**src/rtl/gcd_requester.sv**
```systemverilog
// Initiator for the 4-phase req/ack GCD operand protocol: takes an operand pair,
// sends A then B over the shared AB bus, and returns the captured result.
module gcd_requester #(
    parameter int WIDTH   = 16,
    parameter int TIMEOUT = 1024
) (
    input  logic             clk,
    input  logic             reset,
    input  logic             op_valid,
    output logic             op_ready,
    input  logic [WIDTH-1:0] op_a,
    input  logic [WIDTH-1:0] op_b,
    output logic             res_valid,
    input  logic             res_ready,
    output logic [WIDTH-1:0] res_gcd,
    output logic             res_err,
    output logic             busy,
    output logic             gcd_req,
    output logic [WIDTH-1:0] gcd_ab,
    input  logic             gcd_ack,
    input  logic [WIDTH-1:0] gcd_c
);

    localparam int CW = (TIMEOUT > 0) ? $clog2(TIMEOUT + 1) : 1;
    localparam logic [CW-1:0] CNT_LAST = CW'((TIMEOUT > 0) ? TIMEOUT - 1 : 0);
    localparam bit TO_EN = (TIMEOUT > 0);

    typedef enum logic [2:0] {
        S_IDLE,
        S_A_REQ,
        S_A_REL,
        S_B_REQ,
        S_B_REL,
        S_DONE
    } state_t;

    state_t           state_q, state_d;
    logic [CW-1:0]    cnt_q, cnt_d;
    logic [WIDTH-1:0] a_q, a_d;
    logic [WIDTH-1:0] b_q, b_d;
    logic [WIDTH-1:0] res_q, res_d;
    logic             err_q, err_d;

    always_ff @(posedge clk) begin
        if (!reset) begin
            state_q <= S_IDLE;
            cnt_q   <= '0;
            res_q   <= '0;
            err_q   <= 1'b0;
        end else begin
            state_q <= state_d;
            cnt_q   <= cnt_d;
            res_q   <= res_d;
            err_q   <= err_d;
        end
    end

    // Operand registers are pure data; the bus only shows them outside IDLE/DONE.
    always_ff @(posedge clk) begin
        a_q <= a_d;
        b_q <= b_d;
    end

    logic   waiting;
    logic   ack_hit;
    state_t wait_next;

    always_comb begin
        state_d   = state_q;
        cnt_d     = cnt_q;
        a_d       = a_q;
        b_d       = b_q;
        res_d     = res_q;
        err_d     = err_q;
        waiting   = 1'b0;
        ack_hit   = 1'b0;
        wait_next = state_q;

        case (state_q)
            S_IDLE: begin
                if (op_valid) begin
                    a_d   = op_a;
                    b_d   = op_b;
                    err_d = 1'b0;
                    if (op_a == '0 || op_b == '0) begin
                        res_d   = op_a | op_b;
                        state_d = S_DONE;
                    end else begin
                        state_d = S_A_REQ;
                    end
                end
            end
            S_A_REQ: begin
                waiting   = 1'b1;
                ack_hit   = gcd_ack;
                wait_next = S_A_REL;
            end
            S_A_REL: begin
                waiting   = 1'b1;
                ack_hit   = !gcd_ack;
                wait_next = S_B_REQ;
            end
            S_B_REQ: begin
                waiting   = 1'b1;
                ack_hit   = gcd_ack;
                wait_next = S_B_REL;
                if (gcd_ack) begin
                    res_d = gcd_c;
                end
            end
            S_B_REL: begin
                waiting   = 1'b1;
                ack_hit   = !gcd_ack;
                wait_next = S_DONE;
            end
            S_DONE: begin
                if (res_ready) begin
                    state_d = S_IDLE;
                end
            end
            default: state_d = S_IDLE;
        endcase

        // An arriving ack wins over a timeout that expires on the same edge.
        if (waiting) begin
            if (ack_hit) begin
                state_d = wait_next;
            end else if (TO_EN && cnt_q == CNT_LAST) begin
                state_d = S_DONE;
                err_d   = 1'b1;
                res_d   = '0;
            end else begin
                cnt_d = cnt_q + 1'b1;
            end
        end

        if (state_d != state_q) begin
            cnt_d = '0;
        end
    end

    assign op_ready  = (state_q == S_IDLE);
    assign busy      = (state_q != S_IDLE);
    assign res_valid = (state_q == S_DONE);
    assign res_gcd   = res_q;
    assign res_err   = err_q;
    assign gcd_req   = (state_q == S_A_REQ) || (state_q == S_B_REQ);

    always_comb begin
        gcd_ab = '0;
        case (state_q)
            S_A_REQ, S_A_REL: gcd_ab = a_q;
            S_B_REQ, S_B_REL: gcd_ab = b_q;
            default:          gcd_ab = '0;
        endcase
    end

endmodule

```
**config.mk**
```make
export PLATFORM = sky130hd
export DESIGN_NAME = gcd_requester
export DESIGN_NICKNAME = d
export VERILOG_FILES = /design/src/rtl/gcd_requester.sv
export SDC_FILE = /design/constraint.sdc
export NUM_CORES = 1
export LEC_CHECK = 0
export BUFFER_PORTS_ARGS = -buffer_cell sky130_fd_sc_hd__buf_4
export CORE_UTILIZATION = 50
export CTS_CLUSTER_SIZE = 16
export DETAILED_ROUTE_END_ITERATION = 10
export PLACE_DENSITY = 0.77
export SYNTH_ARGS = -nofsm -noshare
export SYNTH_HDL_FRONTEND = slang
export SYNTH_SLANG_ARGS = --single-unit
```
**constraint.sdc**
```tcl
create_clock -name clk -period 2.6 [get_ports clk]
set_clock_uncertainty 0.05 [all_clocks]
set_input_delay 0.26 -clock clk [delete_from_list [all_inputs] [get_ports clk]]
set_output_delay 0.26 -clock clk [all_outputs]
set_load 0.02 [all_outputs]
```
Word-level counts from Yosys, hierarchy flattened
Index checks and enable logic that the tools add are counted.
Word-level totals
  logic and storage cells: 56
  register bits after elaboration: 63
  input port bits: 53
  output and inout bits: 37
Operators by class
  equality and inequality tests: 7
  $add $sub $neg: 1
  reduce and logical (&&, ||, !) cells: 15
  mux-type cells: 23
  bitwise logic cells: 4
Operators by type and width (count)
  2-to-1 mux 16 bit: 6
  one-hot mux 16 bit (2 select lines): 2
  zero test 16 bit: 2
  2-to-1 mux 3 bit: 6
  OR 16 bit: 1
  one-hot mux 3 bit (4 select lines): 1
  adder 11 x 1 -> 11 bit, second input constant: 1
  == test 11 x 10 -> 1 bit, second input constant: 1
  OR reduction 2 bit: 5
  one-hot mux 3 bit (3 select lines): 1
  == test 3 x 2 -> 1 bit, second input constant: 2
  == test 3 bit, second input constant: 2
  2-to-1 mux 1 bit: 6
  OR reduction 4 bit: 1
  == test 3 x 1 -> 1 bit, second input constant: 1
  zero test 3 bit: 1
  != test 3 bit: 1
  inverter 1 bit: 3
  AND reduction 3 bit: 1
  nonzero test 3 bit: 1
  logical OR 1 bit: 2
  one-hot mux 1 bit (2 select lines): 1
  AND reduction 2 bit: 1
  zero test 1 bit: 1

Longest topological paths before layout
Gate-level depths: netlist of the first run.
  depth after elaboration: 10
  mapped depth: 8
  gate-level depth less buffers: 6

Worst setup path after synthesis of the first run
No wires, ideal clock.
  path type: reg-to-reg
  start: reg state_q[0]
  end: reg res_q[14], in the netlist res_gcd[14]
  period minus slack after synthesis: 2.269 ns
  path slack: 0.331 ns
  path buffers: 0
  cell stages (with the launch flop): 6
  arrival time: 2.145 ns
  library setup time: 0.074 ns
  data required time: 2.476 ns
  cells stage by stage: dfxtp_1 > nor3_1 > nand2_1 > inv_1 > o211ai_1 > a31oi_1
On the way
  longest elaborated chain between the ends: 5
  elaborated cells between the ends (all ways): 14
  classes of those cells: eq/ne: 4; mux: 6; reduce/logical: 4
RTL lines
  start: declaration: line 37  | state_t state_q, state_d;
  start signal: assignment: line 51  | state_q <= state_d;
  zero test 3 bit *
  named net op_ready: line 10  | output logic op_ready,
  one-hot mux 16 bit (2 select lines) *: line 79  | case (state_q)
  2-to-1 mux 16 bit: line 128  | end else if (TO_EN && cnt_q == CNT_LAST) begin
  2-to-1 mux 16 bit: line 126  | if (ack_hit) begin
  2-to-1 mux 16 bit *: line 125  | if (waiting) begin
  end signal: assignment: line 53  | res_q <= res_d;
  end: declaration: line 41  | logic [WIDTH-1:0] res_q, res_d;
The timed path passes the listed nets; every way through them passes the cells marked *.
A chain may end at the register's enable or synchronous reset.

Worst setup path in the final report of the first run
  start: reg state_q[1]
  end: out gcd_ab[0]
On the way
  longest elaborated chain between the ends: 3
  elaborated cells between the ends (all ways): 7
  classes of those cells: eq/ne: 4; mux: 1; reduce/logical: 2
RTL lines
  == test 3 x 2 -> 1 bit, or another cell as far along: line 151  | case (state_q)
  OR reduction 2 bit: line 151
  one-hot mux 16 bit (2 select lines) *: line 151
  end: declaration: line 19  | output logic [WIDTH-1:0] gcd_ab,
Every way passes the cells marked *; elsewhere a longest branch is shown, timed or not.

==> qor.txt, run 1 <==
=========================================================================================
Result of the run                                                               completed
Setup violations, final                                                                 0
Post-route setup TNS                                                                 0 ns
Count of state elements after synthesis                                                63
Data arrival, critical path                                                       2.03 ns
Proportion of register bits with asynchronous set or reset after synthesis             0%
Die height                                                                   83.4 microns
Pin count of the biggest net entering global routing                                   34
Required time at the endpoint of the critical path                                2.29 ns
Layout cells sized above 1                                                          35.7%
Post-CTS setup-driven buffer insertion count                                            0
Leakage dissipation                                                               1.69 nW
CTS tree                                                                              yes
Number of buffers inserted during clock tree synthesis                                  9
Post-synthesis instance area                                                   3310 sq um
Commonest non-fill, non-tap cell in the layout                                      buf_4
Worst reg2reg setup slack                                                         0.44 ns
Final non-filler cell total                                                           514
Post-Synthesis Net Count                                                              394
EDFF count, synth                                                                      32
Beginning of the worst register-to-register path                               state_q[0]
Upper clock frequency limit                                                       428 MHz
Count of distinct cell types in the synthesized netlist                                46
CTS max path bufs                                                                       2
Starting Density                                                                    51.8%
Launching element type of the critical path                                     flip-flop
Least-Margin Pin Slew                                                            0.693 ns
Starting DRC count in detailed routing                                                193
Commonest cells after routing, fill and taps aside                           103 x buf_4, 44 x nand2_1, 32 x edfxtp_1
Number of warnings printed during yosys synthesis                                       0
Worst r2r dst                                                                 res_gcd[11]
Area growth from synthesis to layout                                                29.3%
Category of the worst setup path capture point                               primary output
IO buf count                                                                           89
Core Box Area                                                                  6390 sq um
DIE WIDTH                                                                    83.4 microns
Remaining antenna violation count after routing                                         0
Worst hold margin                                                               0.0618 ns
Mean Syn Cell Area                                                             9.74 sq um
Seq/Total Area, Yosys                                                               47.8%
Post-route clock period utilization                                                 89.9%
Critical path class                                                               reg2out
Clock insertion delay at the later pin of the skew report                         0.33 ns
Final WL                                                                     8580 microns
Hpwl dp                                                                      6200 microns
Clock Sinks                                                                            63
Post-synthesis cell count                                                             340
Final net count                                                                       486
Hold Violations, Final                                                                  0
Buffer type at the clock tree root                                               clkbuf_8
Number of I/O pins                                                                     90
Kind of path behind the tightest hold check                                        in2reg
N_diodes                                                                                0
Total congestion overflow after global routing                                          0
R2R cell count                                                                          5
Number of detailed-routing iterations run before antenna repair                         5
Setup repair after global routing missed its margin                                 false
Number of buffers inserted by hold repair at cts                                        0
Top fanout value on the critical path                                                  16
# resized after CTS                                                                     0
Overall routing resource usage                                                      24.8%
Power per cell area                                                           682 nW/um^2
Final weighted congestion of routability-driven global placement                    0.890
Post-route DRC violation count                                                          0
Clock slew at the register clock pins of the worst setup and hold paths           0.07 ns
Maximum level of the CTS H-tree                                                         3
Number of placement rows                                                               29
Worst vdd ir                                                                       522 uV
Rel. slew slack                                                                     53.8%
Sum of internal, switching and leakage power                                      2.92 mW
Number of max-slew violations in the final report                                       0
Placed Cells incl. Taps                                                               498
Final min period                                                                  2.34 ns
Number of filler cells placed in the layout                                           508
Number of maximum-capacitance violations                                                0
Via count of the first global-routing pass                                          2,738
Antenna violations before repair                                                        0
Final cell utilization of the core                                                  67.0%
Beginning of the critical path                                                 state_q[1]
Post-synth top flop                                                              edfxtp_1
Routed vias                                                                         2,976
Post-DR vias/cell                                                                    5.79
WL/cell                                                                      16.7 microns
Worst setup path endpoint                                                       gcd_ab[0]
Wire length of the first global-routing pass                                 13,500 microns
Area of the die                                                                6950 sq um
=========================================================================================
-- stage by stage --
step	instance area, sq um	setup slack [ns]
2_1_floorplan	3310	0.331
3_3_place_gp	4080	0.532
3_5_place_dp	4080	0.496
4_1_cts	4280	0.257
5_1_grt	4280	0.132
6_report	4280	0.262
-- cell type report --
cell class	count	area, sq um	area share [%]
clock inverter	4	43.8	1.02
sequential	63	1580	36.9
tap	77	96.3	2.25
timing repair buffer	103	773	18.1
clock buffer	12	156	3.65
multi-input combinational	249	1610	37.5
inverter	6	22.5	0.526
-- cells in the mapped netlist, drive strengths merged (6+ instances only) --
library cell | instances | area [sq um]
edfxtp | 32 | 961
nor3 | 7 | 35.0
o21a | 15 | 113
inv | 6 | 22.5
xnor2 | 9 | 78.8
nand2 | 44 | 165
or2 | 15 | 93.8
o21ai | 20 | 100
buf | 12 | 66.3
nor4 | 10 | 83.8
clkbuf | 10 | 37.5
a22o | 15 | 131
a22oi | 16 | 120
a21oi | 10 | 50.1
mux2 | 17 | 191
dfxtp | 31 | 621
nor2 | 30 | 113
nand4 | 7 | 43.8
-- worst max-delay path, stage by stage (launching register included) --
cell and delay, ns:
dfxtp_1 0.37, buf_4 0.25, inv_1 0.13, nor2_1 0.14, buf_4 0.21, a22oi_1 0.10
o21ai_0 0.28, buf_4 0.21
-- sequential cells by signal, indices dropped and copies added, names as in the netlist --
name	cells
res_err	1
cnt_q	11
res_gcd	16
a_q	16
state_q	3
b_q	16
-- worst min path at each step --
stage,startpoint,cells after the start,end,slack [ns]
after global routing,op_a[1],1,a_q[1],0.04
after global placement,op_b[8],1,b_q[8],0.41
after CTS,op_b[1],1,b_q[1],0.05
after floorplan,op_a[0],0,a_q[0],0.31
after detailed placement,op_b[15],1,b_q[15],0.41
final,op_a[2],1,a_q[2],0.06
-- cell families after synthesis --
kind of cell	count (synthesis)	synth area share, %
simple gates	132	20.6
compound gates	88	18.7
flops	63	47.8
buf+inv	28	3.82
mux	18	6.08
xor+xnor	10	2.65
fa+ha+maj	1	0.378
-- routing by layer --
metal / vias up / global-route usage [%] / wire [microns]
met5: - / 0 / 0
met4: 0 / 7.52 / 109
met3: 10 / 6.76 / 697
met2: 144 / 40.4 / 4030
met1: 1388 / 32.3 / 3750
li1: 1434 / - / -
-- report_power, final --
group	switching (mW)	internal, mW	leakage [nW]
Combinational	0.495	0.362	1.04
Sequential	0.0459	1.16	0.553
Clock	0.367	0.495	0.103
Note: power is estimated with default switching activity, not from simulation.
==> run 2: changes to the inputs <==
--- a/config.mk
+++ b/config.mk
@@ -7,6 +7,7 @@
 export LEC_CHECK = 0
 export BUFFER_PORTS_ARGS = -buffer_cell sky130_fd_sc_hd__buf_4
 export CORE_UTILIZATION = 50
+export CTS_BUF_LIST = sky130_fd_sc_hd__clkbuf_4
 export CTS_CLUSTER_SIZE = 16
 export DETAILED_ROUTE_END_ITERATION = 10
 export PLACE_DENSITY = 0.77
==> run 2 against run 1 <==
Against the previous run:
- maximum frequency decreased by 3.8%
- final cell count increased by 6.2%
- sequential cell count unchanged
- register-to-register slack about the same
- first-iteration DRC count decreased by 2.1%
- highest routed layer unchanged
==> qor.txt, run 2 (same netlist as run 1, synthesis figures left out) <==
======================================================================================
Commonest cells after routing, fill and taps aside                        103 x buf_4, 44 x nand2_1, 32 x edfxtp_1, 32 x dlygate4sd3_1, 31 x dfxtp_1
Final weighted congestion of routability-driven global placement                 0.890
Number of max-slew violations in the final report                                    0
Required time at the endpoint of the critical path                             2.29 ns
CTS max path bufs                                                                    2
Via count of the first global-routing pass                                       2,955
Final non-filler cell total                                                        546
Post-CTS setup-driven buffer insertion count                                         0
Power per cell area                                                        628 nW/um^2
N_diodes                                                                             0
Total congestion overflow after global routing                                       0
Beginning of the critical path                                              state_q[1]
Kind of path behind the tightest hold check                                     in2reg
Antenna violations before repair                                                     0
Beginning of the worst register-to-register path                            state_q[2]
Buffer type at the clock tree root                                            clkbuf_4
Starting Density                                                                 51.8%
Worst r2r dst                                                               res_gcd[3]
Least-Margin Pin Slew                                                         0.683 ns
IO buf count                                                                        89
Upper clock frequency limit                                                    411 MHz
Clock insertion delay at the later pin of the skew report                      0.41 ns
Routed vias                                                                      3,119
Die height                                                                83.4 microns
Final net count                                                                    518
Clock Sinks                                                                         63
Number of I/O pins                                                                  90
Post-route clock period utilization                                              93.5%
Number of placement rows                                                            29
Overall routing resource usage                                                   26.9%
Final WL                                                                  9190 microns
CTS tree                                                                           yes
Layout cells sized above 1                                                       33.7%
DIE WIDTH                                                                 83.4 microns
Hpwl dp                                                                   6200 microns
Setup violations, final                                                              0
Post-DR vias/cell                                                                 5.71
Worst hold margin                                                            0.0774 ns
Post-route DRC violation count                                                       0
Placed Cells incl. Taps                                                            498
Result of the run                                                            completed
Clock slew at the register clock pins of the worst setup and hold paths        0.10 ns
Commonest non-fill, non-tap cell in the layout                                   buf_4
Rel. slew slack                                                                  54.5%
Final min period                                                               2.43 ns
Number of detailed-routing iterations run before antenna repair                      4
Post-route setup TNS                                                              0 ns
Setup repair after global routing missed its margin                              false
Starting DRC count in detailed routing                                             189
Leakage dissipation                                                            1.81 nW
Worst vdd ir                                                                    588 uV
Remaining antenna violation count after routing                                      0
Worst reg2reg setup slack                                                      0.45 ns
WL/cell                                                                   16.8 microns
Number of buffers inserted by hold repair at cts                                    32
Core Box Area                                                               6390 sq um
Launching element type of the critical path                                  flip-flop
Number of maximum-capacitance violations                                             0
Area of the die                                                             6950 sq um
Area growth from synthesis to layout                                             37.6%
Data arrival, critical path                                                    2.12 ns
Worst hold path startpoint                                                       reset
R2R cell count                                                                       7
Wire length of the first global-routing pass                              14,500 microns
Number of buffers inserted during clock tree synthesis                               9
# resized after CTS                                                                  0
Hold Violations, Final                                                               0
Worst setup path endpoint                                                    gcd_ab[0]
Critical path class                                                            reg2out
Maximum level of the CTS H-tree                                                      3
Pin count of the biggest net entering global routing                                34
Category of the worst setup path capture point                            primary output
Top fanout value on the critical path                                               16
======================================================================================
[run 2: cell count changes in the layout (fill, tap and decap cells not counted), sizes merged]
cell         change
dlygate4sd3     +32
bufinv           +1
clkbuf           -1
[run 2: worst min path at each step]
| stage | to | slack [ns] | depth (start not counted) |
|---|---|---|---|
| after floorplan | a_q[0] | 0.31 | 0 |
| after global placement | b_q[8] | 0.41 | 1 |
| after detailed placement | b_q[15] | 0.41 | 1 |
| after CTS | res_gcd[14] | 0.06 | 3 |
| after global routing | res_gcd[14] | 0.09 | 3 |
| final | res_gcd[14] | 0.08 | 3 |
[run 2: metal layers]
layer	GRT usage (%)	vias to the layer above	wire, microns
li1	-	1495	-
met1	33.9	1468	3880
met2	44.0	134	4390
met3	4.97	22	695
met4	13.6	0	228
met5	0	-	0
[run 2: metrics by stage]
stage / power [mW] / util, % / cell area, sq um / worst slack (ns)
2_1_floorplan: 1.72 / - / 3310 / 0.331
3_3_place_gp: 2.05 / 63.9 / 4080 / 0.532
3_5_place_dp: 2.07 / 63.9 / 4080 / 0.496
4_1_cts: 2.86 / 71.4 / 4560 / 0.169
5_1_grt: 2.97 / 71.4 / 4560 / 0.0494
6_report: 2.86 / 71.4 / 4560 / 0.169
[run 2: worst max-delay path: stages (launching register included)]
cell,delay [ns]
dfxtp_1,0.38
buf_4,0.25
inv_1,0.13
nor2_1,0.14
buf_4,0.21
a22oi_1,0.10
o21ai_0,0.29
buf_4,0.21
[run 2: power breakdown]
group	internal (mW)	switching [mW]
registers	1.15	0.0462
clock network	0.406	0.355
logic	0.394	0.506
total	1.95	0.907
[run 2: layout make-up]
cell class              instances  area, sq um
multi-input cells             249         1610
clock inverters                 5         73.8
flip-flops and latches         63         1580
clock buffers                  11         82.6
fillers                       460         1830
inverters                       6         22.5
repair buffers                135         1090
well taps                      77         96.3
